<file path="src/rtl/hc595_receiver.sv">
// hc595_receiver: receive-side model of a cascaded 74HC595 chain.
// Rebuilds the latched parallel word from oversampled sclk/rclk/s_data.
module hc595_receiver #(
  parameter int WIDTH = 16,
  parameter int CNT_W = 8
) (
  input  logic             clk,
  input  logic             rst_n,
  input  logic             sclk,
  input  logic             rclk,
  input  logic             s_data,
  output logic [WIDTH-1:0] p_data,
  output logic             p_valid,
  output logic             frame_err,
  output logic [15:0]      frame_cnt
);

  localparam logic [CNT_W-1:0] CNT_MAX = '1;
  localparam logic [CNT_W-1:0] CNT_ONE = CNT_W'(1);
  localparam logic [CNT_W-1:0] CNT_FRM = CNT_W'(WIDTH);

  logic sclk_s1_q, sclk_s1_d;
  logic sclk_s2_q, sclk_s2_d;
  logic sclk_prev_q, sclk_prev_d;
  logic rclk_s1_q, rclk_s1_d;
  logic rclk_s2_q, rclk_s2_d;
  logic rclk_prev_q, rclk_prev_d;
  logic sdat_s1_q, sdat_s1_d;
  logic sdat_s2_q, sdat_s2_d;
  logic [1:0] settle_q, settle_d;
  logic armed;
  logic sclk_rise_q, sclk_rise_d;
  logic rclk_rise_q, rclk_rise_d;
  logic sdat_q, sdat_d;
  logic [WIDTH-1:0] shreg_q, shreg_d;
  logic [CNT_W-1:0] bit_cnt_q, bit_cnt_d;
  logic [WIDTH-1:0] p_data_q, p_data_d;
  logic p_valid_q, p_valid_d;
  logic frame_err_q, frame_err_d;
  logic [15:0] frame_cnt_q, frame_cnt_d;

  // Sync, edge detect, shift and latch next-state logic.
  always_comb begin
    sclk_s1_d   = sclk;
    sclk_s2_d   = sclk_s1_q;
    sclk_prev_d = sclk_s2_q;
    rclk_s1_d   = rclk;
    rclk_s2_d   = rclk_s1_q;
    rclk_prev_d = rclk_s2_q;
    sdat_s1_d   = s_data;
    sdat_s2_d   = sdat_s1_q;
    // Edges are ignored until the history flop has tracked the
    // synchronised level once, so a stale high level at reset
    // release is not mistaken for a rising edge.
    armed       = (settle_q == 2'd3);
    settle_d    = armed ? settle_q : 2'(settle_q + 2'd1);
    sclk_rise_d = armed & sclk_s2_q & ~sclk_prev_q;
    rclk_rise_d = armed & rclk_s2_q & ~rclk_prev_q;
    sdat_d      = sdat_s2_q;
    shreg_d     = shreg_q;
    bit_cnt_d   = bit_cnt_q;
    p_data_d    = p_data_q;
    p_valid_d   = 1'b0;
    frame_err_d = frame_err_q;
    frame_cnt_d = frame_cnt_q;
    if (sclk_rise_q) begin
      shreg_d = {shreg_q[WIDTH-2:0], sdat_q};
      if (bit_cnt_q != CNT_MAX) begin
        bit_cnt_d = bit_cnt_q + CNT_ONE;
      end
    end
    // Latch sees the pre-shift register and pre-increment count.
    if (rclk_rise_q) begin
      p_data_d    = shreg_q;
      p_valid_d   = 1'b1;
      frame_err_d = (bit_cnt_q != CNT_FRM);
      frame_cnt_d = frame_cnt_q + 16'd1;
      bit_cnt_d   = sclk_rise_q ? CNT_ONE : '0;
    end
  end

  // All state registers, cleared asynchronously.
  always_ff @(posedge clk or negedge rst_n) begin
    if (!rst_n) begin
      sclk_s1_q   <= 1'b0;
      sclk_s2_q   <= 1'b0;
      sclk_prev_q <= 1'b0;
      rclk_s1_q   <= 1'b0;
      rclk_s2_q   <= 1'b0;
      rclk_prev_q <= 1'b0;
      sdat_s1_q   <= 1'b0;
      sdat_s2_q   <= 1'b0;
      settle_q    <= 2'd0;
      sclk_rise_q <= 1'b0;
      rclk_rise_q <= 1'b0;
      sdat_q      <= 1'b0;
      shreg_q     <= '0;
      bit_cnt_q   <= '0;
      p_data_q    <= '0;
      p_valid_q   <= 1'b0;
      frame_err_q <= 1'b0;
      frame_cnt_q <= 16'd0;
    end else begin
      sclk_s1_q   <= sclk_s1_d;
      sclk_s2_q   <= sclk_s2_d;
      sclk_prev_q <= sclk_prev_d;
      rclk_s1_q   <= rclk_s1_d;
      rclk_s2_q   <= rclk_s2_d;
      rclk_prev_q <= rclk_prev_d;
      sdat_s1_q   <= sdat_s1_d;
      sdat_s2_q   <= sdat_s2_d;
      settle_q    <= settle_d;
      sclk_rise_q <= sclk_rise_d;
      rclk_rise_q <= rclk_rise_d;
      sdat_q      <= sdat_d;
      shreg_q     <= shreg_d;
      bit_cnt_q   <= bit_cnt_d;
      p_data_q    <= p_data_d;
      p_valid_q   <= p_valid_d;
      frame_err_q <= frame_err_d;
      frame_cnt_q <= frame_cnt_d;
    end
  end

  assign p_data    = p_data_q;
  assign p_valid   = p_valid_q;
  assign frame_err = frame_err_q;
  assign frame_cnt = frame_cnt_q;

endmodule

</file>
<file path="config.mk">
export PLATFORM = sky130hd
export DESIGN_NAME = hc595_receiver
export DESIGN_NICKNAME = d
export VERILOG_FILES = /design/src/rtl/hc595_receiver.sv
export SDC_FILE = /design/constraint.sdc
export NUM_CORES = 1
export LEC_CHECK = 0
export CORE_UTILIZATION = 55
export DETAILED_ROUTE_END_ITERATION = 16
export DONT_BUFFER_PORTS = 1
export GPL_TIMING_DRIVEN = 0
export PLACE_DENSITY = 0.7
export SLEW_MARGIN = 20
export SYNTH_ARGS = -nofsm -noshare
export SYNTH_HDL_FRONTEND = slang
export SYNTH_SLANG_ARGS = --single-unit
</file>
<file path="constraint.sdc">
create_clock -name clk -period 1.57 [get_ports clk]
set_input_delay 0.157 -clock clk [delete_from_list [all_inputs] [get_ports clk]]
set_output_delay 0.157 -clock clk [all_outputs]
set_load 0.1 [all_outputs]
</file>
After elaboration in Yosys (flattened, before gate mapping)
Cells that the tools add are included.
- register bits: 71
- input bits: 5
- output and inout bits: 34
- word-level logic and storage cells: 38
- add/subtract/negate cells: 3
- equal/unequal tests: 3
- multiplexer cells: 5
- bitwise logic cells: 6
- reductions and logical operators: 3
- operator list (cell ; number):
    2-to-1 mux 8 bit ; 3
    adder 16 x 1 -> 16 bit, second input constant ; 1
    adder 8 x 1 -> 8 bit, second input constant ; 1
    inequality test 8 x 5 -> 1 bit, second input constant ; 1
    inequality test 8 bit, second input constant ; 1
    AND 1 bit ; 4
    nonzero test 2 bit ; 2
    adder 2 x 1 -> 2 bit, second input constant ; 1
    == test 2 bit, second input constant ; 1
    2-to-1 mux 1 bit ; 2
    NOT 1 bit ; 2
    AND reduction 2 bit ; 1

Longest topological paths before layout
Gate-level depths: netlist (run 1).
- word-level depth: 4
- depth in mapped cells: 5
- depth with buffers taken out: 5

Least setup slack after synthesis (run 1)
OpenSTA, ideal clock, no wires.
- kind: reg2reg
- from: register frame_cnt_q[6] (netlist: frame_cnt[6])
- to: register frame_cnt_q[13] (netlist: frame_cnt[13])
- setup time: 0.158 ns
- data arrival time: 1.907 ns
- data required time: 1.412 ns
- slack: -0.496 ns
- cell stages (with the launch flop): 5
- path buffers: 0
- period minus slack after synthesis: 2.066 ns
- cells stage by stage: dfrtp_1 nand3_1 nor4_4 nand4_1 xnor2_1
- longest elaborated chain between the ends: 1
- RTL lines (element ; line ; source):
    start: declaration ; 40 ; logic [15:0] frame_cnt_q, frame_cnt_d;
    start signal: assignment ; 121 ; frame_cnt_q <= frame_cnt_d;
    adder 16 x 1 -> 16 bit ; 77 ; frame_cnt_d = frame_cnt_q + 16'd1;
No other way between the ends.
A chain may end at the register's enable or synchronous reset.

Worst setup path after layout (run 1)
- from: register frame_cnt_q[0] (netlist: frame_cnt[0])
- to: register frame_cnt_q[15] (netlist: frame_cnt[15])
The elaborated chain is that of the path after synthesis.

==> results of run 1 <==
routing by layer:
metal,track usage,wire length [um]
met5,0,0
met4,0.1024,130
met3,0.09392,312
met2,0.3457,2448
met1,0.2451,2006
worst register-to-register path, delay by kind of cell, from the launching register on:
family | cells | cell delay (ns)
DFF | 1 | 0.67
and+or+nand+nor | 3 | 0.57
xor gates and xnor gates | 1 | 0.20
timing repair:
action / CTS / global route
gates resized for setup: 8 / 3
buffers inserted: 2 / 2
endpoints found under the setup margin: 7 / 8
pin swaps: 4 / 0
endpoints found under the hold margin: 74 / 71
state kept, by name (all words and copies together), names as in the netlist, 2 cells and up:
register,flops
bit_cnt_q,8
frame_cnt,16
settle_q,2
p_data,16
shreg_q,16
cell usage in the layout, fill, tap and decap left out, types with 5 or more instances in the layout:
cell type,count
dfrtp_1,57
mux2_2,34
xnor2_1,11
nand2_1,10
clkbuf_8,10
dfrtp_4,10
nor2_1,9
nand3_1,9
nand4_1,5
xor2_1,5
nor3_1,5
kinds of logic after synthesis:
kind of cell    synth area share
mux                       0.1412
fa+ha+maj                0.01799
buf+inv                  0.01394
xor+xnor                 0.05036
flops                     0.6385
simple gates              0.1151
compound gates           0.02293
final cells by class:
cell class                 count  area, um^2
buffer                         6       27.53
timing repair buffer           7       60.06
inverter                       3       11.26
sequential                    71        1819
clock buffer                  10       137.6
multi-input combinational    122        1012
tap                           67       83.83
clock inverter                 6       116.4
fill                         337        1518
metrics by stage:
| stage | hold WS [ns] | setup slack [ns] | setup TNS, ns | cells |
|---|---|---|---|---|
| 2_1_floorplan | -0.1386 | 0.001588 | 0 | 202 |
| 3_3_place_gp | -0.1370 | -0.08480 | -0.2436 | 269 |
| 3_5_place_dp | -0.1372 | -0.1262 | -0.4541 | 269 |
| 4_1_cts | -0.5189 | -0.03259 | -0.05609 | 290 |
| 5_1_grt | -0.5310 | -0.1184 | -0.4378 | 292 |
| 6_report | -0.4998 | -0.02114 | -0.03550 | 292 |
report_power, final:
part,internal (W),switching [W]
Sequential,0.00227,0.00215
Clock,0.00111,0.000681
Combinational,0.000407,0.000221
path summary, 6_finish.rpt:
kind | slack (ns) | startpoint | cells after the start | end
worst max-delay path | -0.02 | frame_cnt[0]$_DFFE_PN0P_ | 4 | frame_cnt[15]$_DFFE_PN0P_
worst min-delay path | -0.50 | rst_n | 0 | frame_cnt[10]$_DFFE_PN0P_
worst max register to register | -0.02 | frame_cnt[0]$_DFFE_PN0P_ | 4 | frame_cnt[15]$_DFFE_PN0P_
worst min register to register | 0.36 | sdat_d$_DFF_PN0_ | 0 | sdat_q$_DFF_PN0_
max in group asynchronous | 1.96 | rst_n | 0 | frame_cnt[1]$_DFFE_PN0P_
min in group clk | 0.36 | sdat_d$_DFF_PN0_ | 0 | sdat_q$_DFF_PN0_
==> flow_summary.yaml, run 1 <==
setup_path:
  critPathMaxFanout: 5
  worstPathCellList: "nand2_4, nor4_4, nand3_1, xnor2_1"
  crit_buf_inv: 0
  cp-start-kind: "register"
  crit_type: "register to register"
  max_stage_delay_ns: 0.67
  endpoint_kind: "register"
  crit_arrival_ns: 1.78
  critPathSlowestCell: "dfrtp_4"
  critPathTopFamily: "flip-flops"
  required_ns: 1.76
sta:
  max_freq_mhz: 628.5
  post-route-period-util: 1.013
  setup_violations: 3
  slew_headroom: 0.3627
  worstMarginPinSlew_ns: 0.9559
  maxSlewViolCount: 0
  period_minus_slack_ns: 1.591
  finClkSkew_ns: 0.005074
  fin_ws_ns: -0.02114
  finalHoldViolations: 71
  hold_ws_ns: -0.4998
  rsz0062_at_grt: "true"
layout:
  finalNetCount: 229
  diodes: 0
  stdcell_area_um2: 3268
  drive_gt1_frac: 0.3644
  finish.utilization: 0.6829
  area_delta_synth_final_pct: 17.45
synth:
  yosysMostFrequentCell: "dfrtp_1"
  synth_top_area_share: 0.6385
  async_flop_share: 1.000
  yosysTopAreaCell: "dfrtp_1"
  synth_area_um2: 2783
  yosysSeqAreaShare: 0.6385
  ys_warn_count: 0
  synth_flop_cell: "dfrtp_1"
  ys_top_cells_by_count: "71 x dfrtp_1, 34 x mux2_2, 11 x nand2_1, 11 x nor2_1, 11 x xnor2_1"
  synth.avg_cell_area_um2: 13.78
  ys_types: 31
  syn_inst: 202
  syn-num-nets: 211
  ys_ff_latch: 71
  synth_edf_count: 0
  ys_top_cells_by_area: "dfrtp_1 64%, mux2_2 14%, xnor2_1 3.5%"
drt:
  drt_pass1_iterations: 4
  dr.first_iter.drc_count: 103
  routed_wl_um: 4898
  wl_per_cell_um: 16.77
  drt-vias-per-instance: 5.647
  antenna_left: 0
  vias: 1649
  remaining_drc_errors: 0
outcome:
  status: "complete, but fails checks"
  violations: "hold timing, setup timing"
global_route:
  grt_pass1_vias: 1795
  grt_usage: 0.2146
  antenna_found_initial: 0
  overflow: 0
  grt_max_degree: 72
  grt_pass1_wl_um: 8321
power:
  ir_drop_uv: 1652
  total_power_w: 0.006834
  power_density_nw_per_um2: 2091
  leakage_nw: 1.426
clock_network:
  clk_latency_ns: 0.34
  clkTransAtPathRegs_ns: 0.07
  cts_htree_levels: 3
  cts_hold_buffers: 3
  cts.sinks: 71
  cts_tree: "done"
  cts_buffer_depth: 2
  cts-root-buf: "clkbuf_8"
  cts_buffers: 9
placed_design:
  dp_hpwl_um: 3101
  io_buffers: 0
  place_area_um2: 2912
  gp_congestion: 0.8284
hold_path:
  hp-class: "input pin to async pin"
die:
  start_util: 0.5814
  dieArea_um2: 5348
  ios: 39
  core_area_um2: 4786
  die_h_um: 73.13
  die-width_um: 73.13
  num_rows: 25
job:
  drv_cap: 0
No activity file was read; power rests on OpenSTA's default activity.
==> inputs of run 2 (changes only) <==
- CORE_UTILIZATION: 55 -> 25
- PLACE_DENSITY: 0.7 -> unset
- SKIP_CTS_REPAIR_TIMING: unset -> 1
- clock period: 1.57 -> 1.5 ns (I/O delays scaled with it)
==> flow_summary.yaml, run 2 (synthesis gave the netlist of run 1 again) <==
drt:
  remaining_drc_errors: 0
  dr.first_iter.drc_count: 47
  antenna_left: 0
  routed_wl_um: 4963
  wl_per_cell_um: 13.71
  vias: 1610
  drt_pass1_iterations: 4
  drt-vias-per-instance: 4.448
die:
  core_area_um2: 10840
  dieArea_um2: 11560
  num_rows: 38
  die-width_um: 107.5
  die_h_um: 107.5
  ios: 39
  start_util: 0.2567
layout:
  finalNetCount: 226
  final_cell_mix: "56 x dfrtp_1, 34 x mux2_2, 11 x xnor2_1"
  layout_commonest_cell: "dfrtp_1"
  drive_gt1_frac: 0.3694
  diodes: 0
  area_delta_synth_final_pct: 18.03
  fillCellCount: 1102
  final_cells: 362
  finish.utilization: 0.3030
power:
  switching_share: 0.4736
  power_switching_w: 0.003186
  power.internal_w: 0.003541
  ir_drop_uv: 1603
  leakage_nw: 1.381
  pwr-share-comb: 0.089
  clockPowerShare: 0.225
  power_frac_seq: 0.685
  power_density_nw_per_um2: 2048
sta:
  period_minus_slack_ns: 1.599
  max_freq_mhz: 625.4
  hold_ws_ns: -0.5043
  maxSlewViolCount: 0
  setup_violations: 6
  post-route-period-util: 1.066
  finalHoldViolations: 71
  worstMarginPinSlew_ns: 0.9582
  rsz0062_at_grt: "true"
  fin_ws_ns: -0.09897
  slew_headroom: 0.3612
  finClkSkew_ns: 0.007207
setup_path:
  critPathMaxFanout: 5
  crit_arrival_ns: 1.80
  endpoint_kind: "register"
  crit_type: "register to register"
  required_ns: 1.70
  cp-start-kind: "register"
placed_design:
  dp_hpwl_um: 3278
  gp_congestion: 0.7437
  dp_cells: 342
  io_buffers: 0
clock_network:
  cts_buffer_depth: 2
  cts_htree_levels: 3
  cts_tree: "done"
  clk_latency_ns: 0.34
  cts.sinks: 71
  clkTransAtPathRegs_ns: 0.08
  cts-root-buf: "clkbuf_8"
  cts_buffers: 9
global_route:
  grtUsageMet2: 0.1419
  grt_max_degree: 72
  antenna_found_initial: 0
  overflow: 0
  grt_usage: 0.09366
  grt_pass1_wl_um: 8252
  met1_usage: 0.1128
  gr-max-usage-layer: "met2"
  met3_usage: 0.05085
  grt_pass1_vias: 1670
outcome:
  violations: "hold timing, setup timing"
  status: "complete, but fails checks"
job:
  drv_cap: 0
hold_path:
  hp-class: "input pin to async pin"
-- run 2: cell type report --
class	instances	area (um^2)	area share
clock inverters	6	68.82	0.02095
inverters	3	11.26	0.003429
repair buffers	4	37.54	0.01143
multi-input cells	122	1015	0.3090
clock buffers	10	127.6	0.03886
plain buffers	6	28.78	0.008762
flip-flops and latches	71	1821	0.5543
well taps	140	175.2	0.05333
-- run 2: power by group through the flow --
stage / combinational (W) / clock, W / sequential (W)
final: 0.000601 / 0.00151 / 0.00461
after global routing: 0.000677 / 0.00164 / 0.00470
after CTS: 0.000584 / 0.00157 / 0.00462
after detailed placement: 0.000577 / 0 / 0.00466
after global placement: 0.000558 / 0 / 0.00464
after floorplan: 0.000507 / 0 / 0.00451
-- run 2: final timing paths --
check | slack (ns) | depth (start not counted) | from | to
setup / recovery | -0.1 | 4 | frame_cnt[0]$_DFFE_PN0P_ | frame_cnt[15]$_DFFE_PN0P_
hold / removal | -0.50 | 0 | rst_n | p_data[10]$_DFFE_PN0P_
setup reg to reg | -0.1 | 4 | frame_cnt[0]$_DFFE_PN0P_ | frame_cnt[15]$_DFFE_PN0P_
hold reg to reg | 0.36 | 0 | sclk_s1_q$_DFF_PN0_ | sclk_prev_d$_DFF_PN0_
max in group asynchronous | 1.87 | 0 | rst_n | frame_cnt[4]$_DFFE_PN0P_
min in group clk | 0.36 | 0 | sclk_s1_q$_DFF_PN0_ | sclk_prev_d$_DFF_PN0_
-- run 2: critical path: stages, from the launching register on --
cell and delay, ns:
dfrtp_4 0.65, nand2_2 0.15, nor4_4 0.35, nand3_1 0.13, xnor2_1 0.18
-- run 2: routing by layer --
layer  share of wire  wire length, um
met1            0.44             2206
met3           0.084              416
met2            0.46             2286
met4           0.011               53
met5               0                0
-- run 2: through the flow --
stage,setup WS (ns),hold slack [ns],total power [W],instance area (um^2),setup TNS (ns)
final,-0.09897,-0.5043,0.006727,3284,-0.3931
after global routing,-0.1903,-0.5328,0.007012,3284,-1.134
after CTS,-0.1625,-0.5269,0.006777,3212,-0.8046
after detailed placement,-0.1517,-0.1442,0.005237,3015,-0.7516
after global placement,-0.1532,-0.1440,0.005202,3015,-0.8056
after floorplan,-0.01582,-0.1456,0.005017,2840,-0.01778
==> inputs of run 3 (changes only) <==
--- a/config.mk
+++ b/config.mk
@@ -6,5 +6,5 @@
 export NUM_CORES = 1
 export LEC_CHECK = 0
-export CORE_UTILIZATION = 25
+export CORE_UTILIZATION = 35
 export DETAILED_ROUTE_END_ITERATION = 16
 export DONT_BUFFER_PORTS = 1
==> constraint.sdc (replaced) <==
create_clock -name clk -period 1.5 [get_ports clk]
set_input_delay 0.15 -clock clk [delete_from_list [all_inputs] [get_ports clk]]
set_output_delay 0.15 -clock clk [all_outputs]
set_load 0.05 [all_outputs]
==> flow_summary.yaml, run 3 (synthesis gave the netlist of run 1 again) <==
drt:
  drt-vias-per-instance: 4.840
  antenna_left: 0
  dr.first_iter.drc_count: 70
  routed_wl_um: 4614
  drt_pass1_iterations: 4
  remaining_drc_errors: 0
  wl_per_cell_um: 14.15
  vias: 1578
hold_path:
  hp-class: "input pin to async pin"
setup_path:
  crit_type: "register to register"
  required_ns: 1.76
  endpoint_kind: "register"
  cp-start-kind: "register"
  critPathMaxFanout: 5
  r2r_cells: 4
  crit_arrival_ns: 1.74
clock_network:
  cts.sinks: 71
  cts_htree_levels: 3
  cts_tree: "done"
  cts_buffer_depth: 2
  cts_buffers: 9
  clkTransAtPathRegs_ns: 0.09
  cts-root-buf: "clkbuf_8"
  clk_latency_ns: 0.35
die:
  dieArea_um2: 8311
  ios: 39
  die_h_um: 91.17
  die-width_um: 91.17
  start_util: 0.3601
  num_rows: 32
  core_area_um2: 7727
power:
  power_switching_w: 0.002254
  pwr-share-comb: 0.109
  clockPowerShare: 0.243
  ir_drop_uv: 1284
  power_frac_seq: 0.647
  power_density_nw_per_um2: 1761
  leakage_nw: 1.393
  switching_share: 0.3978
  power.internal_w: 0.003412
global_route:
  grt_usage: 0.1253
  grt_max_degree: 72
  grt_pass1_vias: 1524
  antenna_found_initial: 0
  overflow: 0
  grt_pass1_wl_um: 7900
outcome:
  violations: "hold timing"
  status: "complete, but fails checks"
placed_design:
  place_area_um2: 2920
  gp_congestion: 0.7679
  io_buffers: 0
  dp_hpwl_um: 2927
  dp_cells: 304
  dpl_worst_slack_ns: -0.1366
sta:
  max_freq_mhz: 674.6
  finClkSkew_ns: 0.01388
  finalHoldViolations: 71
  maxSlewViolCount: 0
  worstMarginPinSlew_ns: 0.5928
  setup_tns_ns: 0
  slew_headroom: 0.6048
  setup_violations: 0
  post-route-period-util: 0.9882
  hold_ws_ns: -0.5122
  rsz0062_at_grt: "true"
  period_minus_slack_ns: 1.482
  fin_ws_ns: 0.01766
layout:
  layout_commonest_cell: "dfrtp_1"
  final_cells: 326
  finalNetCount: 228
  area_delta_synth_final_pct: 15.60
  drive_gt1_frac: 0.3482
  stdcell_area_um2: 3217
  final_cell_mix: "61 x dfrtp_1, 34 x mux2_2, 11 x xnor2_1, 10 x nand2_1, 10 x nor2_1"
  diodes: 0
job:
  drv_cap: 0
run 3: cell count changes in the layout (fill, tap and decap cells not counted), sizes merged:
cell    delta
buf        +3
bufinv     -1
clkbuf     -2
clkinv     +1
inv        +1
run 3: final timing paths:
check	to	slack [ns]	start
setup / recovery	frame_cnt[9]$_DFFE_PN0P_	0.02	frame_cnt[4]$_DFFE_PN0P_
hold / removal	p_data[8]$_DFFE_PN0P_	-0.51	rst_n
setup reg to reg	frame_cnt[9]$_DFFE_PN0P_	0.02	frame_cnt[4]$_DFFE_PN0P_
hold reg to reg	rclk_prev_d$_DFF_PN0_	0.35	rclk_s1_q$_DFF_PN0_
max in group asynchronous	frame_cnt[9]$_DFFE_PN0P_	1.89	rst_n
min in group clk	rclk_prev_d$_DFF_PN0_	0.35	rclk_s1_q$_DFF_PN0_
run 3: final cells by class:
cell class,count,area (um^2)
plain buffers,6,27.53
clock buffers,9,123.9
clock inverters,7,56.30
fillers,722,4511
inverters,3,11.26
multi-input cells,122,1016
flip-flops and latches,71,1802
well taps,102,127.6
repair buffers,6,52.55
run 3: per-layer routing:
layer,vias up,part of all wire,global-route usage
met3,10,0.045,0.04690
li1,755,-,-
met1,781,0.50,0.1702
met2,32,0.43,0.1692
met4,0,0.020,0.07407
met5,-,0,0
run 3: power groups by stage:
| stage | logic [W] | registers (W) | clock network, W |
|---|---|---|---|
| 2_1_floorplan | 0.000502 | 0.00354 | 0 |
| 3_3_place_gp | 0.000550 | 0.00365 | 0 |
| 3_5_place_dp | 0.000572 | 0.00366 | 0 |
| 4_1_cts | 0.000577 | 0.00362 | 0.00143 |
| 5_1_grt | 0.000696 | 0.00376 | 0.00151 |
| 6_report | 0.000619 | 0.00367 | 0.00138 |
run 3: critical path: stages (launching register included):
cell,delay [ns]
dfrtp_2,0.57
nand4_4,0.20
nor3_2,0.27
and3_2,0.22
xor2_1,0.14
run 3: stage by stage:
step | util | hold slack [ns] | power (W)
6_report | 0.4163 | -0.5122 | 0.005665
5_1_grt | 0.4163 | -0.5493 | 0.005966
4_1_cts | 0.4012 | -0.5293 | 0.005624
3_5_place_dp | 0.3779 | -0.1421 | 0.004233
3_3_place_gp | 0.3779 | -0.1417 | 0.004202
2_1_floorplan | - | -0.1456 | 0.004041
